`config.mk`:
```
export PLATFORM = sky130hd
export DESIGN_NAME = capture_session_ctrl_flat
export DESIGN_NICKNAME = d
export VERILOG_FILES = /design/src/rtl/capture_session_ctrl_if.sv /design/src/rtl/capture_session_ctrl.sv /design/src/flat_wrapper.sv
export SDC_FILE = /design/constraint.sdc
export NUM_CORES = 1
export LEC_CHECK = 0
export ABC_AREA = 0
export BUFFER_PORTS_ARGS = -buffer_cell sky130_fd_sc_hd__buf_4
export CAP_MARGIN = 5
export CORE_MARGIN = 10
export CORE_UTILIZATION = 47
export DETAILED_ROUTE_END_ITERATION = 8
export PLACE_DENSITY = 0.8
export SLEW_MARGIN = 10
export SYNTH_ARGS = -nofsm -noshare
export SYNTH_HDL_FRONTEND = slang
export SYNTH_SLANG_ARGS = --single-unit
```
`constraint.sdc`:
```
create_clock -name bus_clk -period 3.04 [get_ports bus_clk]
set_input_delay 0.608 -clock bus_clk [delete_from_list [all_inputs] [get_ports bus_clk]]
set_output_delay 0.608 -clock bus_clk [all_outputs]
set_load 0.05 [all_outputs]
```
`src/rtl/capture_session_ctrl_if.sv`:
```
// capture_session_ctrl_if: source handshake and capture FIFO write/flag signals
// for one capture session controller. The master modport is the controller side.
interface capture_session_ctrl_if;
   logic        src_valid;
   logic [31:0] src_data;
   logic        src_ready;
   logic        fifo_full;
   logic        fifo_empty;
   logic        fifo_rden;
   logic        fifo_rst;
   logic        fifo_wr_en;
   logic [31:0] fifo_din;
   logic        eof;

   modport master (
      input  src_valid, src_data, fifo_full, fifo_empty, fifo_rden,
      output src_ready, fifo_rst, fifo_wr_en, fifo_din, eof
   );

   modport slave (
      output src_valid, src_data, fifo_full, fifo_empty, fifo_rden,
      input  src_ready, fifo_rst, fifo_wr_en, fifo_din, eof
   );
endinterface

```
`src/rtl/capture_session_ctrl.sv`:
```
// capture_session_ctrl: sequences one host capture session on the 32-bit capture
// FIFO path (IDLE -> FLUSH -> RUN -> LAST -> STOP). Holds the FIFO in reset while
// the stream is closed, gates paced source words into the FIFO, stops on overflow
// or word limit and raises eof once the FIFO drains.
// Optional build macro: CAPTURE_HEADER_EN -- when defined, the first write of each
// session is the header word {16'hCA5E, session_id[15:0]}.
module capture_session_ctrl #(
   parameter int unsigned MAX_WORDS = 0,
   parameter int unsigned PACE_LOG2 = 0,
   parameter int unsigned FLUSH_CYC = 8,
   parameter int unsigned CNT_W     = 32
) (
   input  logic                   bus_clk,
   input  logic                   rst_n,
   input  logic                   stream_open,
   capture_session_ctrl_if.master bus,
   output logic                   overflow,
   output logic [CNT_W-1:0]       words_captured
);

   typedef enum logic [2:0] {
      S_IDLE  = 3'd0,
      S_FLUSH = 3'd1,
      S_RUN   = 3'd2,
      S_LAST  = 3'd3,
      S_STOP  = 3'd4
   } state_t;

   localparam int unsigned      FLUSH_W    = $clog2(FLUSH_CYC);
   localparam int unsigned      PACE_W     = (PACE_LOG2 > 0) ? PACE_LOG2 : 1;
   localparam logic [FLUSH_W-1:0] FLUSH_END = FLUSH_W'(FLUSH_CYC - 1);
   localparam logic [CNT_W-1:0] CNT_SAT    = '1;
   localparam logic [CNT_W-1:0] LIMIT_PREV = CNT_W'(MAX_WORDS - 1);

   state_t             state_reg;
   state_t             state_next;
   logic [FLUSH_W-1:0] flush_cnt_reg;
   logic [PACE_W-1:0]  pace_cnt_reg;
   logic [CNT_W-1:0]   count_reg;
   logic               overflow_reg;

   logic               pace_tick;
   logic               at_limit;
   logic               rst_cmd;
   logic               wr_cmd;
   logic [31:0]        wr_data;
   logic               accept;
   logic               eof_flag;
   logic               ovf_set;

`ifdef CAPTURE_HEADER_EN
   logic [15:0]        session_id_reg;
   logic [15:0]        hdr_id_reg;
   logic               hdr_done_reg;
   logic               hdr_wr;
`endif

   // With no pacing every RUN cycle is a write slot.
   assign pace_tick = (PACE_LOG2 == 0) || (pace_cnt_reg == '0);
   // A write in this cycle would bring the session count up to the word limit.
   assign at_limit  = (MAX_WORDS != 0) && (count_reg == LIMIT_PREV);

   // Next-state and FIFO-side outputs; closing the stream overrides every state.
   always_comb begin
      state_next = state_reg;
      rst_cmd    = 1'b0;
      wr_cmd     = 1'b0;
      wr_data    = '0;
      accept     = 1'b0;
      eof_flag   = 1'b0;
      ovf_set    = 1'b0;
`ifdef CAPTURE_HEADER_EN
      hdr_wr     = 1'b0;
`endif
      case (state_reg)
         S_IDLE: begin
            rst_cmd = 1'b1;
            if (stream_open) state_next = S_FLUSH;
         end
         S_FLUSH: begin
            rst_cmd = 1'b1;
            if (flush_cnt_reg == FLUSH_END) state_next = S_RUN;
         end
         S_RUN: begin
`ifdef CAPTURE_HEADER_EN
            if (!hdr_done_reg) begin
               if (pace_tick) begin
                  if (bus.fifo_full) begin
                     ovf_set    = 1'b1;
                     state_next = S_STOP;
                  end else begin
                     wr_cmd  = 1'b1;
                     hdr_wr  = 1'b1;
                     wr_data = {16'hCA5E, hdr_id_reg};
                     if (at_limit) state_next = S_LAST;
                  end
               end
            end else
`endif
            begin
               if (bus.src_valid && pace_tick) begin
                  if (bus.fifo_full) begin
                     // Word is dropped; the session ends as an overflow.
                     ovf_set    = 1'b1;
                     state_next = S_STOP;
                  end else begin
                     wr_cmd  = 1'b1;
                     accept  = 1'b1;
                     wr_data = bus.src_data;
                     if (at_limit) state_next = S_LAST;
                  end
               end
            end
         end
         S_LAST: begin
            // Wait until the host side sees data so eof follows at least one read.
            if (!bus.fifo_empty) state_next = S_STOP;
         end
         S_STOP: begin
            eof_flag = bus.fifo_empty;
         end
         default: state_next = S_IDLE;
      endcase
      if (!stream_open) state_next = S_IDLE;
   end

   // State register plus flush timer, pace counter, word count and overflow flag.
   always_ff @(posedge bus_clk or negedge rst_n) begin
      if (!rst_n) begin
         state_reg     <= S_IDLE;
         flush_cnt_reg <= '0;
         pace_cnt_reg  <= '0;
         count_reg     <= '0;
         overflow_reg  <= 1'b0;
      end else begin
         state_reg <= state_next;
         if (state_reg == S_FLUSH) flush_cnt_reg <= flush_cnt_reg + FLUSH_W'(1);
         else                      flush_cnt_reg <= '0;
         if (state_reg == S_RUN)   pace_cnt_reg  <= pace_cnt_reg + PACE_W'(1);
         else                      pace_cnt_reg  <= '0;
         if (state_next == S_IDLE) begin
            count_reg    <= '0;
            overflow_reg <= 1'b0;
         end else begin
            if (wr_cmd && (count_reg != CNT_SAT)) count_reg <= count_reg + CNT_W'(1);
            if (ovf_set) overflow_reg <= 1'b1;
         end
      end
   end

`ifdef CAPTURE_HEADER_EN
   // Session numbering: the id is latched at open and the running id advances.
   always_ff @(posedge bus_clk or negedge rst_n) begin
      if (!rst_n) begin
         session_id_reg <= '0;
         hdr_id_reg     <= '0;
         hdr_done_reg   <= 1'b0;
      end else begin
         if ((state_reg == S_IDLE) && (state_next == S_FLUSH)) begin
            hdr_id_reg     <= session_id_reg;
            session_id_reg <= session_id_reg + 16'd1;
         end
         if (state_reg != S_RUN) hdr_done_reg <= 1'b0;
         else if (hdr_wr)        hdr_done_reg <= 1'b1;
      end
   end
`endif

   // A host read of an empty FIFO indicates a broken read side.
   rden_not_empty: assert property (@(posedge bus_clk) disable iff (!rst_n)
      !(bus.fifo_rden && bus.fifo_empty));

   assign bus.fifo_rst    = rst_cmd;
   assign bus.fifo_wr_en  = wr_cmd;
   assign bus.fifo_din    = wr_data;
   assign bus.src_ready   = accept;
   assign bus.eof         = eof_flag;
   assign overflow        = overflow_reg;
   assign words_captured  = count_reg;

endmodule

```
`src/flat_wrapper.sv`:
```
// flat-port wrapper written by rule: the top's interface ports become plain ports
module capture_session_ctrl_flat 
#(
   parameter int unsigned MAX_WORDS = 0,
   parameter int unsigned PACE_LOG2 = 0,
   parameter int unsigned FLUSH_CYC = 8,
   parameter int unsigned CNT_W     = 32
)
  (bus_clk, rst_n, stream_open, overflow, words_captured, bus_src_valid, bus_src_data, bus_fifo_full, bus_fifo_empty, bus_fifo_rden, bus_src_ready, bus_fifo_rst, bus_fifo_wr_en, bus_fifo_din, bus_eof);
  capture_session_ctrl_if bus_i ();
  input  logic bus_clk;
  input  logic rst_n;
  input  logic stream_open;
  output logic overflow;
  output logic [CNT_W-1:0] words_captured;
  input wire logic [$bits(bus_i.src_valid)-1:0] bus_src_valid;
  input wire logic [$bits(bus_i.src_data)-1:0] bus_src_data;
  input wire logic [$bits(bus_i.fifo_full)-1:0] bus_fifo_full;
  input wire logic [$bits(bus_i.fifo_empty)-1:0] bus_fifo_empty;
  input wire logic [$bits(bus_i.fifo_rden)-1:0] bus_fifo_rden;
  output wire logic [$bits(bus_i.src_ready)-1:0] bus_src_ready;
  output wire logic [$bits(bus_i.fifo_rst)-1:0] bus_fifo_rst;
  output wire logic [$bits(bus_i.fifo_wr_en)-1:0] bus_fifo_wr_en;
  output wire logic [$bits(bus_i.fifo_din)-1:0] bus_fifo_din;
  output wire logic [$bits(bus_i.eof)-1:0] bus_eof;
  assign bus_i.src_valid = bus_src_valid;
  assign bus_i.src_data = bus_src_data;
  assign bus_i.fifo_full = bus_fifo_full;
  assign bus_i.fifo_empty = bus_fifo_empty;
  assign bus_i.fifo_rden = bus_fifo_rden;
  assign bus_src_ready = bus_i.src_ready;
  assign bus_fifo_rst = bus_i.fifo_rst;
  assign bus_fifo_wr_en = bus_i.fifo_wr_en;
  assign bus_fifo_din = bus_i.fifo_din;
  assign bus_eof = bus_i.eof;
  capture_session_ctrl #(.MAX_WORDS(MAX_WORDS), .PACE_LOG2(PACE_LOG2), .FLUSH_CYC(FLUSH_CYC), .CNT_W(CNT_W)) u_core (.bus_clk(bus_clk), .rst_n(rst_n), .stream_open(stream_open), .bus(bus_i), .overflow(overflow), .words_captured(words_captured));
endmodule
```
* After elaboration in Yosys (flattened, before gate mapping)
Index checks and enable logic that the tools add are counted.
** Storage, ports and cells
- Flip-flop bits (word level) :: 39
- Latch bits :: 0
- Bits in writable memories :: 0
- Memory bits (read-only) :: 0
- Input bits :: 39
- Output and inout port bits :: 69
- Logic and storage cells :: 40
- Memories kept :: 0
** Operators by class
- Add/subtract/negate cells :: 2
- Multiply operators :: 0
- Div/mod/pow operators :: 0
- Magnitude comparators :: 0
- Equal/unequal tests :: 6
- Shifts and indexed selects :: 0
- Multiplexer cells :: 22
- Bitwise logic cells :: 0
- Reduce and logical (&&, ||, !) cells :: 6
** Operators by type and width (number)
- two-way mux 32 bit :: 5
- adder 32 x 1 -> 32 bit (second input constant) :: 1
- inequality test 32 bit (second input constant) :: 1
- two-way mux 3 bit :: 6
- one-hot mux 3 bit (5 select lines) :: 1
- two-way mux 1 bit :: 10
- equality test 3 x 2 -> 1 bit (second input constant) :: 2
- equality test 3 bit (second input constant) :: 2
- zero test 3 bit :: 2
- nonzero test 2 bit :: 2
- adder 3 x 1 -> 3 bit (second input constant) :: 1
- equality test 3 x 1 -> 1 bit (second input constant) :: 1
- OR reduction 2 bit :: 1
- logical AND 1 bit :: 1

* Depth between registers and ports, before layout
Gate-level depths: netlist of the first run.
- Depth in word-level cells :: 6
- Depth in mapped cells :: 7
- Depth with buffers taken out :: 6

* Worst setup path before layout of the first run
Ideal clock, no wire load.
- Path kind :: flip-flop to flip-flop
- Start point :: reg u_core.count_reg[0] (netlist: u_core.words_captured[0])
- End point :: reg u_core.count_reg[28] (netlist: u_core.words_captured[28])
- Library setup time :: 78 ps
- Arrival :: 2455 ps
- Required time :: 2962 ps
- Slack :: 507 ps
- Cell stages (with the launch flop) :: 8
- Buffers on the path :: 1
- Period minus slack after synthesis :: 2533 ps
- Cells stage by stage :: dfrtp_1 > ha_1 > and3_1 > clkbuf_1 > nand3_1 > or4b_4 > or3_1 > a21oi_1
** Between the ends
- Word-level cells in the longest chain between the ends :: 3
- Elaborated cells between the ends (all ways) :: 6
- Classes of those cells :: 1 x add/sub; 1 x eq/ne; 2 x mux; 2 x reduce/logical
** RTL lines
- start: declaration :: line capture_session_ctrl.sv:39 : logic [CNT_W-1:0] count_reg;
- start signal: assignment :: line capture_session_ctrl.sv:145 : if (wr_cmd && (count_reg != CNT_SAT)) count_reg <= count_reg + CNT_W'(1);
- adder 32 x 1 -> 32 bit / inequality test 32 bit (equally long branches) :: line capture_session_ctrl.sv:145
- two-way mux 32 bit / logical AND 1 bit (equally long branches) :: line capture_session_ctrl.sv:145
- two-way mux 32 bit / nonzero test 2 bit (equally long branches)
Parallel ways exist; a longest one is shown, timed or not. The select of a mux whose other input is x is not followed.
A chain may end at the register's enable or synchronous reset.

* Worst setup path in the final report of the first run
Ends and elaborated chain as after synthesis.

==> results of run 1 <==
cell usage after synthesis, drive strengths merged, types with 7 or more instances:
master | number | area, sq um
a21oi | 19 | 95.1
a31oi | 8 | 50.1
and3 | 39 | 244
clkbuf | 13 | 50.0
dfrtp | 39 | 976
nand2 | 19 | 71.3
nand3 | 14 | 70.1
nand4 | 7 | 50.1
nor2 | 25 | 93.8
o21ai | 12 | 60.1
or3 | 11 | 68.8
xnor2 | 10 | 87.6
logic make-up after synthesis:
kind of cell             Yosys count  share of synthesized area (%)
AO/OA/AOI/OAI                     56                           14.7
XOR/XNOR                          10                           3.65
adder cells (fa/ha/maj)            3                           1.57
buffers and inverters             25                           4.33
flip-flops                        39                           40.7
multiplexers                       3                           1.30
AND/OR/NAND/NOR                  140                           33.8
worst max-delay path by stage:
stage,start,endpoint,slack (ps),cells past startpoint
final,u_core.words_captured[0]$_DFFE_PN0P_,u_core.words_captured[28]$_DFFE_PN0P_,600,6
after global routing,u_core.words_captured[0]$_DFFE_PN0P_,u_core.words_captured[28]$_DFFE_PN0P_,460,6
after CTS,u_core.words_captured[0]$_DFFE_PN0P_,u_core.words_captured[28]$_DFFE_PN0P_,610,6
after detailed placement,bus_fifo_full,u_core.words_captured[28]$_DFFE_PN0P_,610,6
after global placement,bus_fifo_full,u_core.words_captured[28]$_DFFE_PN0P_,630,6
after floorplan,u_core.words_captured[0]$_DFFE_PN0P_,u_core.words_captured[28]$_DFFE_PN0P_,510,7
metal layers:
metal	vias to the layer above	part of all wire, %	GRT usage (%)
met1	1177	43	21.3
met3	11	8.5	5.60
met4	0	1.2	3.00
met2	124	47	28.4
met5	-	0	0
li1	1211	-	-
worst max-delay path: cells and delay by family (launching register included):
kind	cells	cell delay, ps
fa+ha+maj	1	220
compound gates	1	140
simple gates	4	1560
flops	1	430
layout make-up:
| class | instances | share of cell area (%) |
|---|---|---|
| Timing Repair Buffer | 112 | 25.0 |
| Sequential cell | 39 | 29.1 |
| Clock inverter | 2 | 1.04 |
| Clock buffer | 6 | 2.46 |
| Tap cell | 67 | 2.50 |
| Multi-Input combinational cell | 212 | 39.2 |
| Inverter | 6 | 0.671 |
report_power, final:
group | switching (mW) | leakage, nW | total, mW | internal [mW]
clock network | 0.190 | 0.0612 | 0.456 | 0.266
registers | 0.00378 | 0.540 | 0.526 | 0.522
logic | 0.0355 | 1.14 | 0.0733 | 0.0378
total | 0.229 | 1.74 | 1.06 | 0.826
metrics by stage:
step | worst slack, ps | total power [mW] | cells
after floorplan | 507 | 0.558 | 276
after global placement | 634 | 0.609 | 436
after detailed placement | 611 | 0.611 | 436
after CTS | 612 | 1.06 | 444
after global routing | 458 | 1.09 | 444
final | 604 | 1.06 | 444
==> metrics.md, run 1 <==
| Metric | Value |
|---|---|
| Unique masters post-synth | 44 |
| Synth Register Bits | 39 |
| Largest net degree at the start of global routing | 40 |
| Commonest cells after routing, fill and taps aside | buf_4 (112), and3_1 (39), dfrtp_1 (39) |
| PortBufs | 106 |
| Vias in the first global route | 2292 |
| Final Util | 69.3% |
| Critical Path Max Stage Delay | 630 ps |
| Multi-input gate area | 0.00132 sq mm |
| Die Y | 91.4 um |
| Min Tclk post-route | 2440 ps |
| Iteration-0 DRC Markers | 184 |
| Reg-to-reg slack, setup | 600 ps |
| Type of the worst setup path | reg2reg |
| Fin Hold WS | 279 ps |
| Gpl congestion | 0.804 |
| Arr. time, crit path | 2650 ps |
| Worst path cell trace | ha_1, and3_1, nand3_1, or4b_4, or3_1, a21oi_1 |
| Die Wd | 91.4 um |
| Commonest non-fill, non-tap cell in the layout | buf_4 |
| First-pass GRT wire length | 12.1 mm |
| I/O Pins | 108 |
| Cts bufs inserted | 5 |
| Crit path capture type | flip-flop |
| Post-synth EDFFs | 0 |
| Main synth FF type | dfrtp_1 |
| Routed len/inst | 17.1 um |
| Die area | 0.00836 sq mm |
| Mean area per synthesized cell | 8.69 sq um |
| CTS Root Cell | clkbuf_8 |
| Cells after Synth | 276 |
| # hold bufs at CTS | 0 |
| Synth-to-Final Area Change | 40.1% |
| CP required | 3260 ps |
| WL final | 7.59 mm |
| Fin nets | 418 |
| Setup_tns | 0 ps |
| Seq/Total Area, Yosys | 40.7% |
| Clk_lat worst skew | 290 ps |
| Clock sink count | 39 |
| Clock Skews | 6.25 ps |
| Core area | 0.00485 sq mm |
| GRT Overall Usage | 17.1% |
| Total gr overflow | 0 |
| Peak supply drop | 0.000281 V |
| Final setup violation count | 0 |
| Post-CTS sizing | 0 |
| Critical-path maximum fanout | 9 |
| Register area | 976 sq um |
| Row count | 25 |
| Crit path launch type | flip-flop |
| Outcome | finished clean |
| R2R Path Start | u_core.words_captured[0]$_DFFE_PN0P_ |
| Effective utilization at floorplan | 49.4% |
| Fill cell count | 413 |
| Initial antenna violation count | 0 |
| Share of cells above drive strength 1 | 35.0% |
| Max Slew Vio Count | 0 |
| CTS clk-pin slew, worst paths | 80 ps |
| FMAX | 411 MHz |
| DR pass1 iterations | 4 |
| Total nets after synthesis | 318 |
| Asr flop ratio synth | 100% |
| Worst slew margin | 60.3% |
| Final non-filler cell area | 0.00336 sq mm |
| Placed inst area | 0.00324 sq mm |
| # DRC | 0 |
| Endpoints failing hold | 0 |
| H-tree levels | 2 |
| RSZ-0062 raised after global routing | false |
| N_diodes | 0 |
| Worst path slowest cell | or4b_4 |
| Leak | 1.74 nW |
| Max_cap viols | 0 |
| TritonCTS clock tree | done |
| Pwr/cell area | 314 mW/mm^2 |
| Post-detail-place hpwl | 5.72 mm |
| Post-route ant nets | 0 |
| Max FFs per register | 32 |
| Post-Syn Area | 0.00240 sq mm |
| Worst reg2reg path endpoint | u_core.words_captured[28]$_DFFE_PN0P_ |
| Worst min-delay path category | in2async |
| Ys Warns | 0 |
| Post-CTS Setup Inserts | 0 |
| Vias per cell | 5.68 |
| Worst Tran Pin Value | 593 ps |
| Clock tree buffer depth | 2 |
| Register-to-Register Path Depth | 6 |
| Via count | 2523 |
| Fin crit share | 80.1% |
No activity file was read; power rests on OpenSTA's default activity.
==> run 2, diff against run 1 <==
==> constraint.sdc (replaced) <==
create_clock -name bus_clk -period 2.5 [get_ports bus_clk]
set_input_delay 0.5 -clock bus_clk [delete_from_list [all_inputs] [get_ports bus_clk]]
set_output_delay 0.5 -clock bus_clk [all_outputs]
set_load 0.05 [all_outputs]
==> run 2 against run 1 <==
Net effect: power increased by 14%; register-to-register slack worse by 330 ps; non-clock buffer count up 7; largest cell class unchanged; combinational power grew 27%; highest routed layer unchanged; cell area grew 1.1%.
==> metrics.md, run 2 (same netlist as run 1, synthesis figures left out) <==
| Metric | Value |
|---|---|
| Outcome | finished clean |
| Met3 Wirelength | 457 um (-29%) |
| CP bufs+invs | 3 (+3) |
| Critical-path maximum fanout | 34 (+25) |
| FMAX | 443 MHz |
| CTS Root Cell | clkbuf_8 |
| Final Util | 70.0% (+0.77 points) |
| Via count | 2544 (+0.83%) |
| Crit path launch type | flip-flop |
| Max_cap viols | 0 (unchanged) |
| Routed len/inst | 16.7 um (-2.1%) |
| Max FFs per register | 32 (unchanged) |
| Clk network pwr share | 39.1% (-4.1 points) |
| Largest net degree at the start of global routing | 40 (unchanged) |
| Min Tclk post-route | 2260 ps |
| I/O Pins | 108 (unchanged) |
| Worst Tran Pin Value | 704 ps (+111 ps) |
| Power Internal | 0.934 mW (+13%) |
| Wl on met1 | 3.50 mm (+7.5%) |
| Arr. time, crit path | 1760 ps (-890 ps) |
| WL final | 7.54 mm (-0.55%) |
| Fin Hold WS | 178 ps (-101 ps) |
| Total gr overflow | 0 (unchanged) |
| Commonest non-fill, non-tap cell in the layout | buf_4 |
| DR pass1 iterations | 4 (unchanged) |
| Max Slew Vio Count | 0 (unchanged) |
| Row count | 25 (unchanged) |
| Fin nets | 425 (+1.7%) |
| Crit path capture type | primary output |
| GRT Overall Usage | 17.7% (+0.58 points) |
| Sw frac | 22.1% (+0.37 points) |
| PortBufs | 106 (unchanged) |
| Worst path cell trace | nor3b_4, buf_4, nand2_1, inv_1, buf_4 |
| Pwr/cell area | 353 mW/mm^2 (+12%) |
| First-pass GRT wire length | 12.6 mm (+4.2%) |
| Worst min-delay path category | in2async |
| Final setup violation count | 0 (unchanged) |
| Logic pwr share | 7.7% (+0.7 points) |
| # hold bufs at CTS | 0 (unchanged) |
| Fin crit share | 90.2% |
| Worst path slowest cell | dfrtp_1 |
| Iteration-0 DRC Markers | 131 (-29%) |
| Reg-to-reg slack, setup | 270 ps (-330 ps) |
| Final Total Pwr | 1.20 mW (+14%) |
| Top layer reached by signal wires | met4 |
| RSZ-0062 raised after global routing | false |
| CP required | 2000 ps (-1260 ps) |
| N_diodes | 0 (unchanged) |
| Initial antenna violation count | 0 (unchanged) |
| Fin cells | 451 (+1.6%) |
| Clock sink count | 39 (unchanged) |
| Type of the worst setup path | reg2out |
| Post-detail-place hpwl | 5.79 mm (+1.1%) |
| Wire length on met2 | 3.55 mm (-1.3%) |
| Setup_tns | 0 ps (unchanged) |
| Post-route ant nets | 0 (unchanged) |
| Clock tree buffer depth | 2 (unchanged) |
| Core area | 0.00485 sq mm (unchanged) |
| Die area | 0.00836 sq mm (unchanged) |
| Synth-to-Final Area Change | 41.6% |
| Die Y | 91.4 um (unchanged) |
| Effective utilization at floorplan | 49.4% (unchanged) |
| Endpoints failing hold | 0 (unchanged) |
| # DRC | 0 (unchanged) |
| Clock Skews | 6.34 ps (+0.0937 ps) |
| Cells after DPL | 443 (+1.6%) |
| R2R Path Start | u_core.words_captured[7]$_DFFE_PN0P_ |
| Worst slew margin | 53.0% (-7.3 points) |
| Post-CTS sizing | 0 (unchanged) |
| Vias per cell | 5.64 (-0.73%) |
| Cts bufs inserted | 5 (unchanged) |
| Commonest cells after routing, fill and taps aside | buf_4 (119), and3_1 (39), dfrtp_1 (37) |
| Switching power | 0.265 mW (+16%) |
| CTS clk-pin slew, worst paths | 80 ps (about the same) |
| Share of cells above drive strength 1 | 36.5% (+1.4 points) |
| Gpl congestion | 0.840 (+4.4%) |
| Clk_lat worst skew | 290 ps (about the same) |
| H-tree levels | 2 (unchanged) |
| Critical Path Max Stage Delay | 490 ps (-140 ps) |
| Peak supply drop | 0.000291 V (+3.8%) |
| Register-to-Register Path Depth | 5 (-1) |
| Critical path's top delay family | buffers and inverters |
| Power share of the sequential group | 53.2% (+3.3 points) |
| Crit path top cell by count | buf_4 |
| Worst reg2reg path endpoint | u_core.words_captured[29]$_DFFE_PN0P_ |
| Leak | 1.76 nW (+1.0%) |
| Post-CTS Setup Inserts | 0 (unchanged) |
| Die Wd | 91.4 um (unchanged) |
| TritonCTS clock tree | done |
| Vias in the first global route | 2470 (+7.8%) |
-- run 2: how the worst max path moves through the flow --
stage                                                     start                               endpoint  cells past startpoint
after CTS                         u_core.state_reg[1]$_DFF_PN0_                          bus_src_ready                      5
final                             u_core.state_reg[1]$_DFF_PN0_                         bus_fifo_wr_en                      5
after global routing              u_core.state_reg[1]$_DFF_PN0_                          bus_src_ready                      5
after detailed placement                          bus_fifo_full   u_core.words_captured[2]$_DFFE_PN0P_                      7
after global placement                            bus_fifo_full   u_core.words_captured[2]$_DFFE_PN0P_                      7
after floorplan           u_core.words_captured[12]$_DFFE_PN0P_  u_core.words_captured[28]$_DFFE_PN0P_                      5
-- run 2: power by group through the flow --
stage                     combinational [mW]  sequential [mW]  clock [mW]
after CTS                             0.0941            0.638       0.476
after floorplan                       0.0289            0.650           0
after global routing                   0.104            0.638       0.507
after detailed placement              0.0940            0.650           0
final                                 0.0928            0.638       0.469
after global placement                0.0919            0.650           0
-- run 2: through the flow --
step | cell area (sq um) | setup slack (ps)
2_1_floorplan | 2400 | 57.7
3_3_place_gp | 3300 | 333
3_5_place_dp | 3300 | 271
4_1_cts | 3400 | 225
5_1_grt | 3400 | 40.0
6_report | 3400 | 245
-- run 2: final cells by class --
| type | instances | area (sq um) |
|---|---|---|
| inverter | 6 | 22.5 |
| multi-input combinational | 212 | 1320 |
| sequential | 39 | 978 |
| clock buffer | 8 | 100 |
| tap | 67 | 83.8 |
| fill | 376 | 1450 |
| timing repair buffer | 119 | 893 |
-- run 2: per-layer routing --
| layer | up-vias | track usage (%) |
|---|---|---|
| met5 | - | 0 |
| met2 | 120 | 28.7 |
| li1 | 1227 | - |
| met1 | 1191 | 23.3 |
| met4 | 0 | 4.18 |
| met3 | 6 | 3.87 |
